[src/rtl/cyclic74_pkg.sv]
// ---------------------------------------------------------------------------
// cyclic74_pkg
// Shared constants, types and helpers for the (7,4) cyclic code with
// generator g(x) = 1 + x + x^3.
//   N, K      : code length and message length
//   G_LOW     : generator coefficients for x^0..x^2
//   SYN_X6    : syndrome produced by a single error at x^6 (the c6 position)
//   syn_t     : 3-bit syndrome type
//   lfsr_step : one step of the syndrome divider register
// ---------------------------------------------------------------------------
package cyclic74_pkg;

   localparam int          N      = 7;
   localparam int          K      = 4;
   localparam logic [2:0]  G_LOW  = 3'b011;
   localparam logic [2:0]  SYN_X6 = 3'b101;

   typedef logic [2:0] syn_t;

   // One divider step: feedback is the top stage, folded in through g(x).
   function automatic syn_t lfsr_step(input syn_t syn, input logic in_bit);
      syn_t shifted;
      shifted = {syn[1:0], in_bit};
      if (syn[2]) begin
         return shifted ^ G_LOW;
      end else begin
         return shifted;
      end
   endfunction

endpackage

[src/rtl/cyclic74_syndrome.sv]
// ---------------------------------------------------------------------------
// cyclic74_syndrome
// 3-bit serial divider register for g(x) = 1 + x + x^3.
// Ports:
//   clk      : clock, rising edge
//   rst_n    : asynchronous active-low reset
//   en       : shift one input bit into the divider
//   clr      : clear the register (has priority over en)
//   din      : serial input bit
//   syn_next : syndrome after accepting din this cycle (combinational)
// ---------------------------------------------------------------------------
module cyclic74_syndrome
   import cyclic74_pkg::*;
(
   input  logic       clk,
   input  logic       rst_n,
   input  logic       en,
   input  logic       clr,
   input  logic       din,
   output logic [2:0] syn_next
);

   syn_t syn_r;
   syn_t syn_next_s;

   // Next syndrome assuming din is accepted.
   always_comb begin
      syn_next_s = lfsr_step(syn_r, din);
   end

   assign syn_next = syn_next_s;

   // Divider register: clear wins, otherwise shift on enable, otherwise hold.
   always_ff @(posedge clk or negedge rst_n) begin
      if (!rst_n) begin
         syn_r <= 3'b000;
      end else if (clr) begin
         syn_r <= 3'b000;
      end else if (en) begin
         syn_r <= syn_next_s;
      end else begin
         syn_r <= syn_r;
      end
   end

endmodule

[src/rtl/cyclic74_decoder.sv]
// ---------------------------------------------------------------------------
// cyclic74_decoder
// Serial Meggitt decoder for the (7,4) cyclic code, g(x) = 1 + x + x^3.
// Bits arrive c6 first. After the 7th bit the word is handed to a correction
// stage that re-emits the corrected codeword over 7 consecutive cycles while
// the receive stage is already free for the next word.
// Ports:
//   clk        : clock, rising edge
//   rst_n      : asynchronous active-low reset
//   data_in    : received code bit, sampled when in_valid = 1
//   in_valid   : data_in carries a code bit
//   data_out   : corrected code bit
//   out_valid  : data_out valid
//   word_start : marks the c6 output bit of each word
//   err_flag   : current output word was corrected (held for all 7 bits)
//   msg_out    : corrected message c6..c3, MSB = c6
//   msg_valid  : one-cycle pulse when msg_out updates
//   err_cnt    : saturating count of corrected words
// Build option:
//   CYCLIC74_ERR_STAT_EN : builds the err_cnt counter; otherwise err_cnt = 0.
// ---------------------------------------------------------------------------
module cyclic74_decoder
   import cyclic74_pkg::*;
#(
   parameter int ERR_CNT_W = 8
)
(
   input  logic                 clk,
   input  logic                 rst_n,
   input  logic                 data_in,
   input  logic                 in_valid,
   output logic                 data_out,
   output logic                 out_valid,
   output logic                 word_start,
   output logic                 err_flag,
   output logic [3:0]           msg_out,
   output logic                 msg_valid,
   output logic [ERR_CNT_W-1:0] err_cnt
);

   localparam logic [2:0] LAST_IDX = 3'(N - 1);
   localparam logic [2:0] MSG_BITS = 3'(K);

   // Receive stage
   logic [2:0] rx_cnt_r;
   logic [5:0] rx_buf_r;
   logic [2:0] rx_syn_next_s;
   logic       load_s;

   // Correction stage
   logic [6:0] corr_buf_r;
   syn_t       corr_syn_r;
   logic       err_word_r;
   logic [2:0] out_cnt_r;
   logic       active_r;
   logic [3:0] shadow_r;

   logic [6:0] corr_buf_nxt_s;
   syn_t       corr_syn_nxt_s;
   logic       err_word_nxt_s;
   logic [2:0] out_cnt_nxt_s;
   logic       active_nxt_s;
   logic [3:0] shadow_nxt_s;
   logic       match_s;
   logic       fix_bit_s;
   logic       msg_done_s;

   // Output registers
   logic       data_out_r;
   logic       out_valid_r;
   logic       word_start_r;
   logic       err_flag_r;
   logic [3:0] msg_out_r;
   logic       msg_valid_r;

   assign load_s = in_valid && (rx_cnt_r == LAST_IDX);

   cyclic74_syndrome u_rx_syn (
      .clk      (clk),
      .rst_n    (rst_n),
      .en       (in_valid),
      .clr      (load_s),
      .din      (data_in),
      .syn_next (rx_syn_next_s)
   );

   // Receive buffer and bit counter; both clear when the word is handed off.
   always_ff @(posedge clk or negedge rst_n) begin
      if (!rst_n) begin
         rx_cnt_r <= 3'd0;
         rx_buf_r <= 6'd0;
      end else if (load_s) begin
         rx_cnt_r <= 3'd0;
         rx_buf_r <= 6'd0;
      end else if (in_valid) begin
         rx_cnt_r <= rx_cnt_r + 3'd1;
         rx_buf_r <= {rx_buf_r[4:0], data_in};
      end else begin
         rx_cnt_r <= rx_cnt_r;
         rx_buf_r <= rx_buf_r;
      end
   end

   // Correction stage next state. A new load wins over the last step of the
   // previous word, which keeps back-to-back words seamless.
   always_comb begin
      match_s        = (corr_syn_r == SYN_X6);
      fix_bit_s      = corr_buf_r[6] ^ match_s;
      msg_done_s     = active_r && (out_cnt_r == LAST_IDX);
      corr_buf_nxt_s = corr_buf_r;
      corr_syn_nxt_s = corr_syn_r;
      err_word_nxt_s = err_word_r;
      out_cnt_nxt_s  = out_cnt_r;
      active_nxt_s   = active_r;
      shadow_nxt_s   = shadow_r;
      if (load_s) begin
         corr_buf_nxt_s = {rx_buf_r, data_in};
         corr_syn_nxt_s = rx_syn_next_s;
         err_word_nxt_s = (rx_syn_next_s != 3'b000);
         out_cnt_nxt_s  = 3'd0;
         active_nxt_s   = 1'b1;
      end else if (active_r) begin
         corr_buf_nxt_s = {corr_buf_r[5:0], 1'b0};
         // Once the error is fixed the syndrome is zero and stays zero.
         corr_syn_nxt_s = match_s ? 3'b000 : lfsr_step(corr_syn_r, 1'b0);
         out_cnt_nxt_s  = out_cnt_r + 3'd1;
         active_nxt_s   = (out_cnt_r != LAST_IDX);
      end else begin
         active_nxt_s   = 1'b0;
      end
      if (active_r && (out_cnt_r < MSG_BITS)) begin
         shadow_nxt_s = {shadow_r[2:0], fix_bit_s};
      end else begin
         shadow_nxt_s = shadow_r;
      end
   end

   // Correction stage state registers.
   always_ff @(posedge clk or negedge rst_n) begin
      if (!rst_n) begin
         corr_buf_r <= 7'd0;
         corr_syn_r <= 3'b000;
         err_word_r <= 1'b0;
         out_cnt_r  <= 3'd0;
         active_r   <= 1'b0;
         shadow_r   <= 4'd0;
      end else begin
         corr_buf_r <= corr_buf_nxt_s;
         corr_syn_r <= corr_syn_nxt_s;
         err_word_r <= err_word_nxt_s;
         out_cnt_r  <= out_cnt_nxt_s;
         active_r   <= active_nxt_s;
         shadow_r   <= shadow_nxt_s;
      end
   end

   // Output registers are fed from the next correction state so the
   // corrected c6 appears in the cycle right after c0 is sampled.
   always_ff @(posedge clk or negedge rst_n) begin
      if (!rst_n) begin
         data_out_r   <= 1'b0;
         out_valid_r  <= 1'b0;
         word_start_r <= 1'b0;
         err_flag_r   <= 1'b0;
         msg_out_r    <= 4'd0;
         msg_valid_r  <= 1'b0;
      end else begin
         data_out_r   <= active_nxt_s &
                         (corr_buf_nxt_s[6] ^ (corr_syn_nxt_s == SYN_X6));
         out_valid_r  <= active_nxt_s;
         word_start_r <= active_nxt_s && (out_cnt_nxt_s == 3'd0);
         err_flag_r   <= active_nxt_s && err_word_nxt_s;
         msg_valid_r  <= msg_done_s;
         if (msg_done_s) begin
            msg_out_r <= shadow_r;
         end else begin
            msg_out_r <= msg_out_r;
         end
      end
   end

   assign data_out   = data_out_r;
   assign out_valid  = out_valid_r;
   assign word_start = word_start_r;
   assign err_flag   = err_flag_r;
   assign msg_out    = msg_out_r;
   assign msg_valid  = msg_valid_r;

`ifdef CYCLIC74_ERR_STAT_EN
   logic [ERR_CNT_W-1:0] err_cnt_r;

   // Saturating count of words that needed a correction.
   always_ff @(posedge clk or negedge rst_n) begin
      if (!rst_n) begin
         err_cnt_r <= {ERR_CNT_W{1'b0}};
      end else if (load_s && (rx_syn_next_s != 3'b000) &&
                   (err_cnt_r != {ERR_CNT_W{1'b1}})) begin
         err_cnt_r <= err_cnt_r + ERR_CNT_W'(1);
      end else begin
         err_cnt_r <= err_cnt_r;
      end
   end

   assign err_cnt = err_cnt_r;
`else
   assign err_cnt = {ERR_CNT_W{1'b0}};
`endif

endmodule

[config.mk]
export PLATFORM = sky130hd
export DESIGN_NAME = cyclic74_decoder
export DESIGN_NICKNAME = d
export VERILOG_FILES = /design/src/rtl/cyclic74_pkg.sv /design/src/rtl/cyclic74_syndrome.sv /design/src/rtl/cyclic74_decoder.sv
export SDC_FILE = /design/constraint.sdc
export NUM_CORES = 1
export LEC_CHECK = 0
export CAP_MARGIN = 0
export CORE_MARGIN = 2
export CORE_UTILIZATION = 45
export CTS_CLUSTER_DIAMETER = 50
export CTS_CLUSTER_SIZE = 20
export DETAILED_ROUTE_END_ITERATION = 10
export PLACE_DENSITY = 0.67
export SLEW_MARGIN = 20
export SYNTH_ARGS = -nofsm -noshare
export SYNTH_HDL_FRONTEND = slang
export SYNTH_HIERARCHICAL = 1
export SYNTH_SLANG_ARGS = --single-unit
[constraint.sdc]
create_clock -name clk -period 2.15 [get_ports clk]
set_clock_uncertainty 0.05 [all_clocks]
set_input_delay 0.3225 -clock clk [delete_from_list [all_inputs] [get_ports clk]]
set_output_delay 0.3225 -clock clk [all_outputs]
set_load 0.01 [all_outputs]
; Word-level counts from Yosys, hierarchy flattened
; Cells that the tools add are included.
[totals]
ff_bits = 39
ramBits = 0
n_memories = 0
latch_bits = 0
rom_bits = 0
[op_classes]
shifts = 0
n_mux = 18
div_mod_pow = 0
n_bitwise = 5
n_eq_ne = 5
n_lt_le_gt_ge = 1
addsub = 2
reduce_logical = 9
multipliers = 0
[op_table]
columns = op, count
row1 = $mux 3, 9
row2 = $mux 7, 2
row3 = $eq 3x3->1 const B, 4
row4 = $mux 6, 2
row5 = $add 3x1->3 const B, 2
row6 = $logic_and 1x1->1, 5
row7 = $mux 2, 2
row8 = $not 2->2, 2
row9 = $reduce_bool 2->1, 2
row10 = $logic_not 3->1, 1
row11 = $lt 3x3->1 const B, 1
row12 = $mux 1, 3
row13 = $ne 3x3->1 const B, 1
row14 = $reduce_bool 3->1, 1
row15 = $xor 1x1->1, 2
row16 = $and 1x1->1, 1

; Logic depth before layout (Yosys ltp)
; Gate-level depths: netlist (run 1).
[logic_depth]
depth_word = 8
ltp_mapped = 7
ltp_nobuf = 6

; Cells and area by module
; Netlist (run 1), hierarchy kept.
[modules_own_cells]
columns = module, area_per_inst_um2, seq_area_each_um2, cells_per_inst, instances
row1 = cyclic74_decoder, 1701.6, 900.9, 156, 1
row2 = cyclic74_syndrome, 143.9, 75.1, 14, 1

; Least setup slack after synthesis (run 1)
; Ideal clock, no wire load.
[synth_path]
kind = register to register
from = reg rx_cnt_r[0]
to = reg corr_buf_r[4]
period_less_slack_ns = 1.277
stages_incl_launch_ff = 8
t_arrival_ns = 1.145
path_buffers = 1
path_slack_ns = 0.873
path_cell_list = dfrtp_1 inv_1 ha_1 nand3_4 inv_2 buf_4 nand2_1 o21ai_0
[synth_via]
elab_chain_cells = 3
[synth_lines]
columns = item, line
row1 = "start, declared", cyclic74_decoder.sv:45  ; logic [2:0] rx_cnt_r;
row2 = "start signal, assigned", cyclic74_decoder.sv:96  ; rx_cnt_r <= rx_cnt_r + 3'd1;
row3 = "start signal, assigned", cyclic74_decoder.sv:99  ; rx_cnt_r <= rx_cnt_r;
row4 = $eq 3x3->1 *, cyclic74_decoder.sv:76  ; assign load_s = in_valid && (rx_cnt_r == LAST_IDX);
row5 = $logic_and 1x1->1 *, cyclic74_decoder.sv:76
row6 = net load_s, cyclic74_decoder.sv:48  ; logic load_s;
row7 = $mux 7 / $reduce_bool 2->1 (equally long branches), -
row8 = "end signal, assigned", cyclic74_decoder.sv:148  ; corr_buf_r <= corr_buf_nxt_s;
row9 = "end, declared", cyclic74_decoder.sv:51  ; logic [6:0] corr_buf_r;
; Mark *: on every way through the listed nets, which the timed path passes. The rest lies on a longest branch.
; A chain may end at the register's enable or synchronous reset.

; Worst setup path after layout (run 1)
[layout_path]
from = reg rx_cnt_r[0]
to = reg corr_buf_r[1]
[layout_via]
elab_chain_cells = 3
[layout_lines]
columns = item, line
row1 = $eq 3x3->1 *, cyclic74_decoder.sv:76
row2 = $logic_and 1x1->1 *, cyclic74_decoder.sv:76
row3 = $mux 7 / $reduce_bool 2->1 (equally long branches), -
; Mark *: on every way between the ends. The rest lies on a longest branch, timed or not.

==> results.json, run 1 <==
{
  "final.period_utilization_pct": 72.70,
  "fin_util_pct": 51.32,
  "cap_violations": 0,
  "cp.required_ns": 2.25,
  "ant_nets": 0,
  "ys_types": 30,
  "ys_top_cells_by_area": "dfrtp_1 53%, mux2i_1 5.4%, buf_4 5.3%",
  "worst_ir_drop_vdd_mv": 0.5697,
  "synth_compound_area_share_pct": 9.017,
  "ys_warn_count": 6,
  "synth_top_area_share_pct": 52.88,
  "synth-adder-area-share_pct": 2.712,
  "criticalPathCategory": "flop to flop",
  "syn2layout_area_growth_pct": 10.44,
  "dr_total_vias": 1163,
  "worst_pin_slew_ns": 0.8431,
  "first_pass_iters": 4,
  "cts_setup_buffers": 0,
  "die_h_um": 68.04,
  "grt_pass1_wl_um": 5009,
  "grtUsageTotal_pct": 14.84,
  "antenna_found_initial": 0,
  "clock_path_buffers": 2,
  "rsz0062_at_grt": "false",
  "seq_area_frac_synth_pct": 52.88,
  "cts_tree": "done",
  "drc": 0,
  "dp_cells": 226,
  "fin_ws_ns": 0.5869,
  "clock_latency_ns": 0.29,
  "slew_viol_final": 0,
  "ys_ff_latch": 39,
  "status": "finished, final reports clean",
  "endpoint_kind": "flop",
  "grt_overflow_total": 0,
  "setup_tns_ns": 0,
  "drtIter0Drc": 103,
  "gp_congestion": 0.7162,
  "synth.area.mux_share_pct": 10.31,
  "synthCells": 170,
  "cts_sinks": 39,
  "cp_top_family": "buffers and inverters",
  "period_minus_slack_ns": 1.563,
  "vias_per_cell": 4.970,
  "layout_commonest_cell": "dfrtp_1",
  "die_x_um": 68.04,
  "hold_class": "primary input to async pin",
  "hold_ws_ns": 0.08232,
  "cts-resized-gates": 0,
  "grt_pass1_vias": 1105,
  "fin_nets": 191,
  "start_util_pct": 46.47,
  "row_count": 23,
  "die_area_sq_um": 4629,
  "portBuffers": 12,
  "relSlewSlack_pct": 43.79,
  "synth-xor-area-share_pct": 3.797,
  "crit_slowest_cell": "dfrtp_1",
  "finalNonFillerCells": 234,
  "syn_avg_cell_area_sq_um": 10.86,
  "path_max_fanout": 27,
  "critPathMaxStageDelay_ns": 0.38,
  "cp-start-kind": "flop",
  "clockRootBuffer": "clkbuf_8",
  "cts_htree_levels": 2,
  "clk_pin_slew_ns": 0.07,
  "cp_num_buf_inv": 2,
  "power.density_nw_per_um2": 1351,
  "wl_per_cell_um": 12.55,
  "fill_cells": 380,
  "grt_max_degree": 40,
  "cts_hold_buf": 0,
  "clock.fmax_ghz": 0.6397,
  "rrSetupSlack_ns": 0.59,
  "coreArea_sq_um": 3971,
  "yosys.area_share.simple_pct": 12.61,
  "setup_viol": 0,
  "arrival_ns": 1.67,
  "hold_viol": 0,
  "ios": 21,
  "final_cell_mix": "39 x dfrtp_1, 19 x o21ai_0, 16 x nand2_1, 12 x inv_1, 11 x clkdlybuf4s50_1",
  "numCtsBuffers": 5,
  "yosysTopAreaCell": "dfrtp_1",
  "drive_gt1_share_pct": 12.50,
  "dpl_worst_slack_ns": 0.4114,
  "netlist_area_sq_um": 1846,
  "path_cells": "inv_1 -> ha_1 -> nand3_4 -> inv_2 -> o21ai_0",
  "synth_top_family_by_area": "simple AND/OR/NAND/NOR gates",
  "routed_wl_um": 2936,
  "power_leakage_nw": 0.9312,
  "dp_hpwl_um": 2010,
  "antenna_cells": 0
}
synth_stat cells (all sizes together):
| cell | number |
|---|---|
| xor2 | 4 |
| o21ai | 19 |
| nor2 | 8 |
| a41o | 1 |
| buf | 15 |
| mux2 | 8 |
| nor2b | 2 |
| a21o | 1 |
| or2 | 1 |
| a211oi | 2 |
| a21oi | 2 |
| ha | 4 |
| nand2b | 1 |
| mux2i | 10 |
| conb | 1 |
| o22ai | 1 |
| nor3 | 1 |
| a21boi | 1 |
| a31o | 1 |
| a31oi | 1 |
| dfrtp | 39 |
| inv | 13 |
| xnor2 | 4 |
| nand3 | 10 |
| nand3b | 4 |
| nand2 | 16 |
state kept, by name, summed over array words and instances (netlist names):
| signal | count |
|---|---|
| corr_buf_r | 7 |
| out_cnt_r | 3 |
| word_start | 1 |
| rx_buf_r | 6 |
| u_rx_syn/syn_r | 3 |
| shadow_r | 4 |
| data_out | 1 |
| err_flag | 1 |
| rx_cnt_r | 3 |
| msg_out | 4 |
| msg_valid | 1 |
| err_word_r | 1 |
| out_valid | 1 |
| corr_syn_r | 3 |
final timing paths:
kind / end / from / cells after the start
hold reg to reg: corr_buf_r[6]$_DFF_PN0_ / rx_buf_r[5]$_DFFE_PN0P_ / 2
max in group asynchronous: corr_buf_r[4]$_DFFE_PN0P_ / rst_n / 1
min in group clk: corr_buf_r[6]$_DFF_PN0_ / rx_buf_r[5]$_DFFE_PN0P_ / 2
setup reg to reg: corr_buf_r[1]$_DFFE_PN0P_ / rx_cnt_r[0]$_DFFE_PN0P_ / 5
setup / recovery: corr_buf_r[1]$_DFFE_PN0P_ / rx_cnt_r[0]$_DFFE_PN0P_ / 5
hold / removal: msg_valid$_DFF_PN0_ / rst_n / 1
metal layers:
layer	track usage, %	vias up	routed length, um	part of all wire (%)
li1	-	578	-	-
met1	18.12	555	1307	45
met2	24.15	27	1449	49
met3	6.414	3	155	5.3
met4	3.750	0	23	0.78
met5	0	-	0	0
layout make-up:
| cell class | count | area [sq um] | share of cell area, % |
|---|---|---|---|
| timing repair buffer | 14 | 130.1 | 6.384 |
| multi-input combinational | 110 | 739.5 | 36.28 |
| sequential | 39 | 975.9 | 47.88 |
| clock buffer | 7 | 76.32 | 3.745 |
| tap | 50 | 62.56 | 3.069 |
| inverter | 13 | 48.80 | 2.394 |
| clock inverter | 1 | 5.005 | 0.2455 |
stage by stage:
| stage | cell area, sq um | total power, mW |
|---|---|---|
| after floorplan | 1872 | 2.023 |
| after global placement | 1957 | 2.242 |
| after CTS | 2038 | 2.787 |
| final | 2038 | 2.753 |
| after global routing | 2038 | 2.989 |
| after detailed placement | 1957 | 2.313 |
where the power goes:
| group | total [mW] | switching (mW) | internal (mW) |
|---|---|---|---|
| sequential | 1.28 | 0.242 | 1.04 |
| combinational | 1.01 | 0.480 | 0.525 |
| clock | 0.464 | 0.237 | 0.227 |
| total | 2.75 | 0.959 | 1.79 |
cell families after synthesis:
family	count (synthesis)
AO/OA/AOI/OAI	29
XOR/XNOR	8
adder cells (fa/ha/maj)	4
buffers and inverters	28
flip-flops	39
multiplexers	18
other	1
AND/OR/NAND/NOR	43
Note: power is estimated with default switching activity, not from simulation.
==> run 2, diff against run 1 <==
==> constraint.sdc (replaced) <==
create_clock -name clk -period 1.6 [get_ports clk]
set_clock_uncertainty 0.05 [all_clocks]
set_input_delay 0.24 -clock clk [delete_from_list [all_inputs] [get_ports clk]]
set_output_delay 0.24 -clock clk [all_outputs]
set_load 0.01 [all_outputs]
==> run 2 against run 1 <==
Routed wire length is 1.1% higher. Critical path type is now flop to primary output. Worst hold slack improved by 0.35 ns. Global-route usage fell by 0.24 points. Sequential power rose by 36%. Critical endpoint is now out_valid. Setup slack worse by 0.52 ns. Highest routed layer unchanged. Largest cell class unchanged. Critical path depth shrank 4.
==> results.json, run 2 (synthesized netlist as in run 1, its figures left out) <==
{
  "grtUsageTotal_pct": 14.61,
  "cap_violations": 0,
  "cts_htree_levels": 2,
  "crit_start": "out_valid$_DFF_PN0_",
  "dr_total_vias": 1201,
  "cts_tree": "done",
  "vias_per_cell": 4.983,
  "layout_commonest_cell": "dfrtp_1",
  "grt_pass1_vias": 1169,
  "die_h_um": 68.04,
  "drc": 0,
  "portBuffers": 12,
  "endpoint_kind": "primary output",
  "fin_nets": 198,
  "row_count": 23,
  "total_power_mw": 3.746,
  "rrSetupSlack_ns": 0.17,
  "ios": 21,
  "top_regs": "corr_buf_r (7), rx_buf_r (6)",
  "path_max_fanout": 5,
  "power.density_nw_per_um2": 1786,
  "routed_wl_um": 2969,
  "status": "finished, final reports clean",
  "grt_overflow_total": 0,
  "clk_pin_slew_ns": 0.07,
  "power_leakage_nw": 0.9621,
  "antenna_cells": 0,
  "clock.fmax_ghz": 0.6527,
  "ant_nets": 0,
  "largest_reg_flops": 7,
  "ff_latch_area_sq_um": 977.2,
  "setup_viol": 0,
  "cp.required_ns": 1.31,
  "worst_ir_drop_vdd_mv": 0.7380,
  "clock_latency_ns": 0.28,
  "cts_setup_buffers": 0,
  "r2r_start": "out_cnt_r[0]$_DFF_PN0_",
  "final.period_utilization_pct": 95.76,
  "start_util_pct": 46.47,
  "arrival_ns": 1.24,
  "final_cell_mix": "38 x dfrtp_1, 19 x o21ai_0, 16 x nand2_1, 12 x inv_1, 11 x clkdlybuf4s50_1",
  "cp_top_family": "buffers and inverters",
  "coreArea_sq_um": 3971,
  "cp_num_buf_inv": 1,
  "crit_slowest_cell": "clkdlybuf4s50_1",
  "drtIter0Drc": 52,
  "numCtsBuffers": 5,
  "grt_max_degree": 40,
  "grt_pass1_wl_um": 4988,
  "cts_sinks": 39,
  "die_area_sq_um": 4629,
  "gp_congestion": 0.7221,
  "antenna_found_initial": 0,
  "critPathMaxStageDelay_ns": 0.55,
  "fill_cells": 350,
  "period_minus_slack_ns": 1.532,
  "wl_per_cell_um": 12.32,
  "die_x_um": 68.04,
  "top_register": "corr_buf_r",
  "fin_util_pct": 52.80,
  "slew_viol_final": 0,
  "hold_class": "flop to flop",
  "clockRootBuffer": "clkbuf_8",
  "drive_gt1_share_pct": 15.71,
  "r2r-end": "out_valid$_DFF_PN0_",
  "reg2regPathDepth": 5,
  "rsz0062_at_grt": "false",
  "criticalPathCategory": "flop to primary output",
  "setup.worst_path.end": "out_valid",
  "clock_path_buffers": 2,
  "path_cells": "clkdlybuf4s50_1",
  "dp_hpwl_um": 2079,
  "critical_path_depth": 1,
  "cp-start-kind": "flop",
  "multi_input_area_sq_um": 739.5,
  "syn2layout_area_growth_pct": 13.63,
  "first_pass_iters": 4,
  "hold_viol": 0
}
## run 2: cell count changes in the layout (fill, tap and decap cells not counted)
cell,delta
inv_2,-1
buf_4,+6
dlygate4sd3_1,+1
dfrtp_2,+1
dfrtp_1,-1
inv_4,+1
## run 2: report_power, final
part,total [mW],internal [mW],switching [mW]
sequential,1.74,1.40,0.340
combinational,1.38,0.747,0.637
clock,0.620,0.306,0.315
## run 2: cell type report
type                    count  share of cell area (%)
inverters                  13                   2.446
well taps                  50                   2.983
multi-input cells         110                   35.26
clock buffers               7                   3.640
repair buffers             21                   8.831
clock inverters             1                  0.2387
flip-flops and latches     39                   46.60
## run 2: metal layers
layer | vias to the layer above | part of all wire, % | global-route usage (%)
met3 | 6 | 4.0 | 4.934
met2 | 21 | 52 | 26.33
met1 | 579 | 43 | 15.69
met5 | - | 0 | 0
li1 | 595 | - | -
met4 | 0 | 1.4 | 5.500
## run 2: worst min-delay path, cell delays in order (launching register included)
cell and delay (ns):
dfrtp_1 0.34, nand2_1 0.05, o21ai_0 0.06
## run 2: through the flow
step                cell area [sq um]  setup TNS, ns  setup WS [ns]  std cells  hold slack (ns)
finish                           2097              0        0.06784        241           0.4340
global route                     2097              0        0.01716        241           0.4726
CTS                              2095              0        0.04898        241           0.4404
detailed placement               2002       -0.02451       -0.02451        232           0.2753
global placement                 2002      -0.001741      -0.001741        232           0.2660
floorplan                        1872              0         0.3227        177          -0.1056
## run 2: worst min-delay path by stage
stage                            start  cells past startpoint  slack (ns)                   endpoint
4_1_cts        rx_buf_r[5]$_DFFE_PN0P_                      2        0.44    corr_buf_r[6]$_DFF_PN0_
5_1_grt           err_word_r$_DFF_PN0_                      1        0.47       err_word_r$_DFF_PN0_
3_5_place_dp                     rst_n                      2        0.28        msg_valid$_DFF_PN0_
3_3_place_gp                     rst_n                      2        0.27     out_cnt_r[2]$_DFF_PN0_
2_1_floorplan                    rst_n                      0       -0.11  corr_buf_r[0]$_DFFE_PN0P_
6_report       rx_buf_r[5]$_DFFE_PN0P_                      2        0.43    corr_buf_r[6]$_DFF_PN0_
## run 2: timing repair
action,CTS,global route
resized for setup,1,2
endpoints found under the hold margin,39,0
endpoints found under the setup margin,1,9
hold buffers,1,0
